--- src/rtl/frame_buffer_writer_if.sv ---
// Raster pixel stream from a source into the frame buffer writer: valid/ready with sof/eol markers.
// The source drives the beat (master); the writer returns ready (slave).
interface frame_buffer_writer_if #(
  parameter int DW = 12
) ();
  logic          s_valid;
  logic          s_ready;
  logic [DW-1:0] s_data;
  logic          s_sof;
  logic          s_eol;

  modport master (output s_valid, s_data, s_sof, s_eol, input s_ready);
  modport slave  (input s_valid, s_data, s_sof, s_eol, output s_ready);
endinterface

--- src/rtl/frame_buffer_writer.sv ---
// Writes a raster pixel stream into the frame buffer BRAM; 1-cycle registered write, ready only depends on state.
// `define FRAME_WR_HMIRROR_EN to store each line horizontally mirrored.
module frame_buffer_writer #(
  parameter int H_PIX      = 320,
  parameter int V_PIX      = 240,
  parameter int DW         = 12,
  parameter int AW         = 17,
  parameter int CONTINUOUS = 0
) (
  input  logic                  clk,
  input  logic                  rst,
  input  logic                  start,
  frame_buffer_writer_if.slave  pix,
  output logic                  wea,
  output logic [AW-1:0]         addra,
  output logic [DW-1:0]         dina,
  output logic                  busy,
  output logic                  done,
  output logic                  err
);

  localparam int XW = (H_PIX > 1) ? $clog2(H_PIX) : 1;
  localparam int YW = (V_PIX > 1) ? $clog2(V_PIX + 1) : 1;

  typedef enum logic [1:0] {IDLE, WAIT_SOF, WRITE, DONE} state_t;

  state_t          state_q, state_d;
  logic [XW-1:0]   x_q, x_d;
  logic [YW-1:0]   y_q, y_d;
  logic [AW-1:0]   row_base_q, row_base_d;
  logic            err_q, err_d;
  logic            wea_q;
  logic [AW-1:0]   addra_q;
  logic [DW-1:0]   dina_q;

  logic            accept;
  logic            wr_en;
  logic [AW-1:0]   wr_base;
  logic [XW-1:0]   wr_col;
  logic [AW-1:0]   wr_addr;
  logic            last_col;
  logic            last_row;

  assign accept   = pix.s_valid && pix.s_ready;
  assign last_col = (x_q == XW'(H_PIX - 1));
  assign last_row = (y_q == YW'(V_PIX - 1));

`ifdef FRAME_WR_HMIRROR_EN
  assign wr_addr = wr_base + AW'(H_PIX - 1) - AW'(wr_col);
`else
  assign wr_addr = wr_base + AW'(wr_col);
`endif

  always_ff @(posedge clk) begin
    if (rst) begin
      state_q    <= IDLE;
      x_q        <= '0;
      y_q        <= '0;
      row_base_q <= '0;
      err_q      <= 1'b0;
      wea_q      <= 1'b0;
      addra_q    <= '0;
      dina_q     <= '0;
    end else begin
      state_q    <= state_d;
      x_q        <= x_d;
      y_q        <= y_d;
      row_base_q <= row_base_d;
      err_q      <= err_d;
      wea_q      <= wr_en;
      if (wr_en) begin
        addra_q <= wr_addr;
        dina_q  <= pix.s_data;
      end
    end
  end

  always_comb begin
    state_d    = state_q;
    x_d        = x_q;
    y_d        = y_q;
    row_base_d = row_base_q;
    err_d      = err_q;
    wr_en      = 1'b0;
    wr_base    = '0;
    wr_col     = '0;
    case (state_q)
      IDLE: begin
        if (start) begin
          state_d    = WAIT_SOF;
          err_d      = 1'b0;
          x_d        = '0;
          y_d        = '0;
          row_base_d = '0;
        end
      end
      WAIT_SOF: begin
        if (accept && pix.s_sof) begin
          wr_en      = 1'b1;
          x_d        = XW'(1);
          y_d        = '0;
          row_base_d = '0;
          state_d    = WRITE;
        end
      end
      WRITE: begin
        if (accept) begin
          wr_en = 1'b1;
          if (pix.s_sof) begin
            // A new frame restarts mid-frame: resync to its first pixel.
            err_d      = 1'b1;
            x_d        = XW'(1);
            y_d        = '0;
            row_base_d = '0;
          end else begin
            wr_base = row_base_q;
            wr_col  = x_q;
            if (pix.s_eol != last_col) begin
              err_d = 1'b1;
            end
            if (last_col && last_row) begin
              state_d    = DONE;
              x_d        = '0;
              y_d        = '0;
              row_base_d = '0;
            end else if (pix.s_eol || last_col) begin
              x_d        = '0;
              y_d        = y_q + YW'(1);
              row_base_d = row_base_q + AW'(H_PIX);
            end else begin
              x_d = x_q + XW'(1);
            end
          end
        end
      end
      DONE: begin
        state_d = (CONTINUOUS != 0) ? WAIT_SOF : IDLE;
      end
      default: state_d = IDLE;
    endcase
  end

  always_comb begin
    pix.s_ready = (state_q == WAIT_SOF) || (state_q == WRITE);
    busy        = (state_q == WAIT_SOF) || (state_q == WRITE);
    done        = (state_q == DONE);
  end

  assign wea   = wea_q;
  assign addra = addra_q;
  assign dina  = dina_q;
  assign err   = err_q;

endmodule

--- src/flat_wrapper.sv ---
// flat-port wrapper written by rule: the top's interface ports become plain ports
module frame_buffer_writer_flat 
#(
  parameter int H_PIX      = 320,
  parameter int V_PIX      = 240,
  parameter int DW         = 12,
  parameter int AW         = 17,
  parameter int CONTINUOUS = 0
)
  (clk, rst, start, wea, addra, dina, busy, done, err, pix_s_valid, pix_s_data, pix_s_sof, pix_s_eol, pix_s_ready);
  frame_buffer_writer_if #(.DW(DW)) pix_i ();
  input  logic clk;
  input  logic rst;
  input  logic start;
  output logic wea;
  output logic [AW-1:0] addra;
  output logic [DW-1:0] dina;
  output logic busy;
  output logic done;
  output logic err;
  input wire logic [$bits(pix_i.s_valid)-1:0] pix_s_valid;
  input wire logic [$bits(pix_i.s_data)-1:0] pix_s_data;
  input wire logic [$bits(pix_i.s_sof)-1:0] pix_s_sof;
  input wire logic [$bits(pix_i.s_eol)-1:0] pix_s_eol;
  output wire logic [$bits(pix_i.s_ready)-1:0] pix_s_ready;
  assign pix_i.s_valid = pix_s_valid;
  assign pix_i.s_data = pix_s_data;
  assign pix_i.s_sof = pix_s_sof;
  assign pix_i.s_eol = pix_s_eol;
  assign pix_s_ready = pix_i.s_ready;
  frame_buffer_writer #(.H_PIX(H_PIX), .V_PIX(V_PIX), .DW(DW), .AW(AW), .CONTINUOUS(CONTINUOUS)) u_core (.clk(clk), .rst(rst), .start(start), .pix(pix_i), .wea(wea), .addra(addra), .dina(dina), .busy(busy), .done(done), .err(err));
endmodule
--- config.mk ---
export PLATFORM = sky130hd
export DESIGN_NAME = frame_buffer_writer_flat
export DESIGN_NICKNAME = d
export VERILOG_FILES = /design/src/rtl/frame_buffer_writer_if.sv /design/src/rtl/frame_buffer_writer.sv /design/src/flat_wrapper.sv
export SDC_FILE = /design/constraint.sdc
export NUM_CORES = 1
export LEC_CHECK = 0
export ABC_AREA = 1
export CAP_MARGIN = 20
export CORE_UTILIZATION = 30
export CTS_BUF_LIST = sky130_fd_sc_hd__clkbuf_8
export CTS_CLUSTER_SIZE = 20
export DETAILED_ROUTE_END_ITERATION = 8
export PLACE_DENSITY = 0.53
export SLEW_MARGIN = 5
export SYNTH_ARGS = -nofsm -noshare
export SYNTH_HDL_FRONTEND = slang
export SYNTH_SLANG_ARGS = --single-unit
--- constraint.sdc ---
create_clock -name clk -period 6.2 [get_ports clk]
set_input_delay 0.62 -clock clk [delete_from_list [all_inputs] [get_ports clk]]
set_output_delay 0.62 -clock clk [all_outputs]
set_load 0.1 [all_outputs]
==> flow_summary.json, run 1 <==
{
  "synthTopCellsByCount": "nand2_1, nor2_1, inv_1",
  "area_growth_syn_to_layout_pct": 22.6,
  "start_kind": "register",
  "fin_tns_setup_ns": 0,
  "drtAntennaViolNets": 0,
  "rsz0062_at_grt": "false",
  "reg2reg_from": "u_core.state_q[0]$_SDFFE_PP0P_",
  "clkPwrFrac_pct": 19.4,
  "wl_met3_um": 627,
  "n_antenna_cell": 0,
  "clk_pin_slew_ns": 0.07,
  "post_cts_buffers": 0,
  "finalClockSkew_ns": 0.00691,
  "vdd_drop_max_uv": 167,
  "synth-seq-cells": 61,
  "fin_util_pct": 38.2,
  "violations": "design-rule violations",
  "clock_latency_ns": 0.34,
  "p_sw_share_pct": 51.1,
  "critPathArrivalTime_ns": 2.46,
  "cts_tree": "done",
  "yosys.area.top_type": "dfxtp_1",
  "ys.flop_type": "dfxtp_1",
  "hold_class": "reg2reg",
  "fin_cells": 750,
  "dp.cells": 734,
  "drc": 8,
  "synth.most_common_cell": "nand2_1",
  "hold_start": "u_core.addra[16]$_SDFFE_PP0P_",
  "numCtsBuffers": 9,
  "gp_congestion": 0.819,
  "p_leak_uw": 0.00189,
  "grt_pass1_vias": 3380,
  "cts_max_path_buffers": 2,
  "maxSlewViolCount": 0,
  "fmax_mhz": 325,
  "yosysUniqueCellTypes": 36,
  "relSlewSlack_pct": 32.2,
  "rows": 39,
  "min_period_ns": 3.08,
  "nFillCells": 1251,
  "ys_warn_count": 0,
  "min_to": "u_core.addra[16]$_SDFFE_PP0P_",
  "finalCritPeriodShare_pct": 49.6,
  "reg2reg_slack_ns": 3.14,
  "final-hold-violation-count": 0,
  "numClockSinks": 61,
  "ys_top_cells_by_area": "dfxtp_1, nand2_1, nor2_1, inv_1, nand3_1",
  "grt_pass1_wl_um": 16000,
  "end_kind": "primary output",
  "fp.dieH_um": 111,
  "powerDensity_nw_per_um2": 377,
  "status": "finished, violations left",
  "wl_per_cell_um": 12.2,
  "rr_endpoint": "u_core.addra[13]$_SDFFE_PP0P_",
  "syn_avg_cell_area_um2": 6.55,
  "dp_hpwl_um": 6760,
  "syn_area_um2": 3590,
  "drive_gt1_share_pct": 5.77,
  "maxCapViolCount": 0,
  "cp_max_fo": 7,
  "drt_pass1_iterations": 6,
  "grt_max_degree": 34,
  "synth_edf_count": 0,
  "setup_viol": 0,
  "synthCells": 548,
  "cts_resized": 0,
  "yosys.area.top_type_share_pct": 34.0,
  "avgViaCountPerCell": 4.59,
  "core_um2": 11500,
  "worstSetupPathType": "reg2out",
  "crit_required_ns": 5.58,
  "synthArstFlopShare_pct": 0,
  "whs_ns": 0.486,
  "dr.max_layer_used": "met4",
  "drt-total-wl_um": 9140,
  "place_ws_ns": 3.04,
  "dr.first_iter.drc_count": 216,
  "hold-path-cell-count": 2,
  "die_x_um": 111,
  "p_sw_uw": 847,
  "design.die.area_um2": 12400,
  "antenna_found_initial": 0,
  "pin_count": 52,
  "cts_root_buf": "clkbuf_8",
  "cts-htree-levels": 3,
  "nNetsFinal": 638,
  "port_buffers": 51,
  "gr-total-overflow": 0,
  "ys_seq_area_share_pct": 34.0,
  "hold_buffers": 0,
  "p_comb_share_pct": 51.5,
  "start_util_pct": 31.1,
  "intPower_uw": 809,
  "worst_pin_slew_ns": 1.01,
  "wirelength_met1_um": 4520,
  "vias": 3441,
  "grt_usage_pct": 15.9,
  "worst_slack_ns": 3.12,
  "met2_wirelength_um": 3920,
  "worstRegToRegCells": 16,
  "p_seq_share_pct": 29.1
}
-- stage by stage --
stage / total power, µW / instance area (µm²)
floorplan: 1190 / 3610
global placement: 1340 / 4220
detailed placement: 1350 / 4220
CTS: 1680 / 4400
global route: 1770 / 4400
finish: 1660 / 4400
-- routing by layer --
metal | vias to the layer above | track usage (%)
li1 | 1831 | -
met1 | 1526 | 20.8
met2 | 75 | 24.7
met3 | 9 | 5.72
met4 | 0 | 4.05
met5 | - | 0
-- power groups by stage --
stage	logic [µW]	clock network, µW	registers, µW
floorplan	478	0	717
global placement	852	0	489
detailed placement	856	0	490
CTS	859	338	483
global route	923	353	491
finish	853	321	483
-- sequential cells by signal, summed over array words and instances (netlist names) --
register,flops
u_core.dina,12
u_core.row_base_q,11
u_core.x_q,9
u_core.err,1
u_core.addra,17
u_core.state_q,2
u_core.y_q,8
u_core.wea,1
-- logic make-up (layout without fill, tap and decap cells) --
family | count (synthesis) | count (layout) | synth area share [%]
and+or+nand+nor | 295 | 295 | 35.4
buffers and inverters | 92 | 145 | 10.5
AOI/OAI and AO/OA | 66 | 66 | 9.77
DFF | 61 | 61 | 34.0
adders and majority gates | 18 | 18 | 6.49
xor gates and xnor gates | 14 | 14 | 3.42
other | 1 | 7 | 0.105
muxes | 1 | 1 | 0.279
-- final cells by class --
cell class                 count  area, µm²  area share [%]
multi-input combinational    401       2010            45.8
sequential                    61       1220            27.8
timing repair buffer          52        518            11.8
inverter                      77        289            6.57
clock inverter                 5       25.0           0.569
clock buffer                  11        151            3.44
tap                          143        179            4.07
-- cell usage in the layout (no fill, tap or decap), types with 11 or more instances in the layout --
cell type	n
xor2_1	13
ha_1	17
o21ai_0	31
nand2_1	115
clkdlybuf4s50_1	51
nand3_1	43
nor3_1	11
clkbuf_8	11
inv_1	74
a21oi_1	23
nor2_1	105
dfxtp_1	61
-- worst max path at each step --
stage | startpoint | end | cells after the start
after floorplan | u_core.state_q[0]$_SDFFE_PP0P_ | u_core.addra[16]$_SDFFE_PP0P_ | 19
after global placement | pix_s_valid | u_core.addra[13]$_SDFFE_PP0P_ | 15
after detailed placement | pix_s_valid | u_core.addra[13]$_SDFFE_PP0P_ | 15
after CTS | u_core.state_q[0]$_SDFFE_PP0P_ | busy | 3
after global routing | u_core.state_q[0]$_SDFFE_PP0P_ | u_core.addra[13]$_SDFFE_PP0P_ | 16
final | u_core.state_q[0]$_SDFFE_PP0P_ | busy | 3
-- worst max-delay path, stage by stage, from the launching register on --
cell             delay [ns]
dfxtp_1                0.39
inv_1                  0.08
ha_1                   0.45
clkdlybuf4s50_1        1.19
Power figures use the tool's default switching activity.
==> run 2: changes to the inputs <==
==> constraint.sdc (replaced) <==
create_clock -name clk -period 3 [get_ports clk]
set_input_delay 0.3 -clock clk [delete_from_list [all_inputs] [get_ports clk]]
set_output_delay 0.3 -clock clk [all_outputs]
set_load 0.1 [all_outputs]
==> run 2 against run 1 <==
Effect of this change:
- the flow still finishes with violations (design-rule violations)
- critical path depth rose by 14
- clock skew rose by 0.0011 ns
- combinational power rose by 110%
- setup slack got worse by 2.7 ns
- routed wire length rose by 0.85%
- sequential share of layout area fell by 0.24 points
- utilization rose by 0.34 points
- design area rose by 0.88%
- total power rose by 120%
- non-clock buffer count rose by 6
- critical endpoint is now u_core.addra[16]$_SDFFE_PP0P_
==> flow_summary.json, run 2 (synthesized netlist as in run 1, its figures left out) <==
{
  "status": "finished, violations left",
  "violations": "design-rule violations",
  "cts_max_path_buffers": 2,
  "worst_pin_slew_ns": 0.980,
  "drt-total-wl_um": 9220,
  "die_x_um": 111,
  "fmax_mhz": 385,
  "vdd_drop_max_uv": 359,
  "min_period_ns": 2.60,
  "critPathArrivalTime_ns": 2.85,
  "intPower_uw": 1850,
  "start_util_pct": 31.1,
  "drtAntennaViolNets": 0,
  "dp_hpwl_um": 6970,
  "dr.first_iter.drc_count": 185,
  "p_sw_uw": 1770,
  "rows": 39,
  "cp_slowest_cell": "ha_2",
  "place_area_um2": 4210,
  "cts-htree-levels": 3,
  "clkPwrFrac_pct": 23.3,
  "rsz0062_at_grt": "false",
  "nNetsFinal": 644,
  "powerDensity_nw_per_um2": 816,
  "design_area_um2": 4440,
  "grt_max_degree": 33,
  "area_growth_syn_to_layout_pct": 23.7,
  "worstPathCellList": "inv_1, ha_2, nand2_2, inv_1, nand2_2, nor2_1, ha_1, nand2_1, nand2_1, a21oi_1, nand2_1, nand2_1, nand2_1, nand2_1, nand2_1, nand3_1, nand2_1",
  "gp_congestion": 0.870,
  "vias": 3446,
  "core_um2": 11500,
  "mostFrequentLayoutCells": "nand2_1, nor2_1, inv_1",
  "hold_class": "reg2reg",
  "setup_viol": 0,
  "clk_pin_slew_ns": 0.07,
  "maxSlewViolCount": 0,
  "fin_tns_setup_ns": 0,
  "cts_tree": "done",
  "drt_pass1_iterations": 6,
  "critPathMostFrequentCell": "nand2_1",
  "hold_buffers": 0,
  "fp.dieH_um": 111,
  "nFillCells": 1242,
  "n_antenna_cell": 0,
  "final-hold-violation-count": 0,
  "p_leak_uw": 0.00199,
  "drc": 4,
  "numCtsBuffers": 9,
  "largest_reg_flops": 17,
  "cts_root_buf": "clkbuf_8",
  "finalCritPeriodShare_pct": 86.7,
  "antenna_found_initial": 0,
  "grt_pass1_wl_um": 16300,
  "wl_per_cell_um": 12.2,
  "design.die.area_um2": 12400,
  "cp_slowest_stage_delay_ns": 0.41,
  "relSlewSlack_pct": 34.5,
  "crit_required_ns": 3.25,
  "finalClockSkew_ns": 0.00805,
  "drive_gt1_share_pct": 10.8,
  "p_comb_share_pct": 49.2,
  "cts_resized": 0,
  "gr-total-overflow": 0,
  "cp_max_fo": 15,
  "clock_latency_ns": 0.35,
  "avgViaCountPerCell": 4.56,
  "worstSetupPathType": "reg2reg",
  "fin_util_pct": 38.5,
  "pin_count": 52,
  "start_kind": "register",
  "port_buffers": 51,
  "end_kind": "register",
  "p_sw_share_pct": 48.9,
  "numClockSinks": 61,
  "p_seq_share_pct": 27.5,
  "whs_ns": 0.499,
  "reg2reg_slack_ns": 0.40,
  "final_common_cell": "nand2_1",
  "maxCapViolCount": 0,
  "grt_usage_pct": 16.2,
  "post_cts_buffers": 0,
  "grt_pass1_vias": 3494
}
## run 2: cell types whose count changed in the layout (fill, tap and decap cells not counted)
| cell | previous run | this run |
|---|---|---|
| ha_2 | 0 | 1 |
| nand2_1 | 115 | 114 |
| ha_1 | 17 | 16 |
| nand2_2 | 3 | 4 |
| bufinv_16 | 0 | 2 |
| clkinv_2 | 5 | 2 |
| buf_4 | 1 | 31 |
| inv_1 | 74 | 75 |
| clkdlybuf4s50_1 | 51 | 27 |
## run 2: layout make-up
class | instances | area, µm² | area share (%)
Inverter | 77 | 289 | 6.51
Sequential cell | 61 | 1220 | 27.5
Timing Repair Buffer | 58 | 503 | 11.3
Clock inverter | 5 | 73.8 | 1.66
Multi-Input combinational cell | 401 | 2020 | 45.5
Clock buffer | 11 | 151 | 3.41
Tap cell | 143 | 179 | 4.03
## run 2: worst paths after layout
path                              endpoint  depth (start not counted)                            from
min          u_core.addra[16]$_SDFFE_PP0P_                          2   u_core.addra[16]$_SDFFE_PP0P_
max          u_core.addra[16]$_SDFFE_PP0P_                         17  u_core.state_q[0]$_SDFFE_PP0P_
max reg2reg  u_core.addra[16]$_SDFFE_PP0P_                         17  u_core.state_q[0]$_SDFFE_PP0P_
min reg2reg  u_core.addra[16]$_SDFFE_PP0P_                          2   u_core.addra[16]$_SDFFE_PP0P_
## run 2: power by group through the flow
stage | clock network, µW | registers [µW] | logic (µW)
2_1_floorplan | 0 | 1480 | 994
3_3_place_gp | 0 | 1010 | 1770
3_5_place_dp | 0 | 1010 | 1780
4_1_cts | 870 | 998 | 1790
5_1_grt | 899 | 1010 | 1930
6_report | 842 | 997 | 1780
## run 2: worst max-delay path: cells and delay by family, from the launching register on
kind,cells,cell delay [ns]
simple gates,12,1.06
fa+ha+maj,2,0.70
flops,1,0.38
buf+inv,2,0.18
compound gates,1,0.15
## run 2: through the flow
stage | power, µW | setup WS [ns] | instances
after global routing | 3840 | 0.136 | 756
after floorplan | 2480 | 0.0421 | 554
after detailed placement | 2800 | 0.257 | 740
after CTS | 3660 | 0.243 | 756
after global placement | 2790 | 0.355 | 740
final | 3620 | 0.400 | 756
## run 2: metal layers
metal	GRT usage [%]	vias to the layer above	wire length, µm	part of all wire [%]
met1	20.5	1514	4420	48
met2	25.6	86	4000	43
met5	0	-	0	0
met4	6.04	0	150	1.6
li1	-	1831	-	-
met3	5.50	15	651	7.1
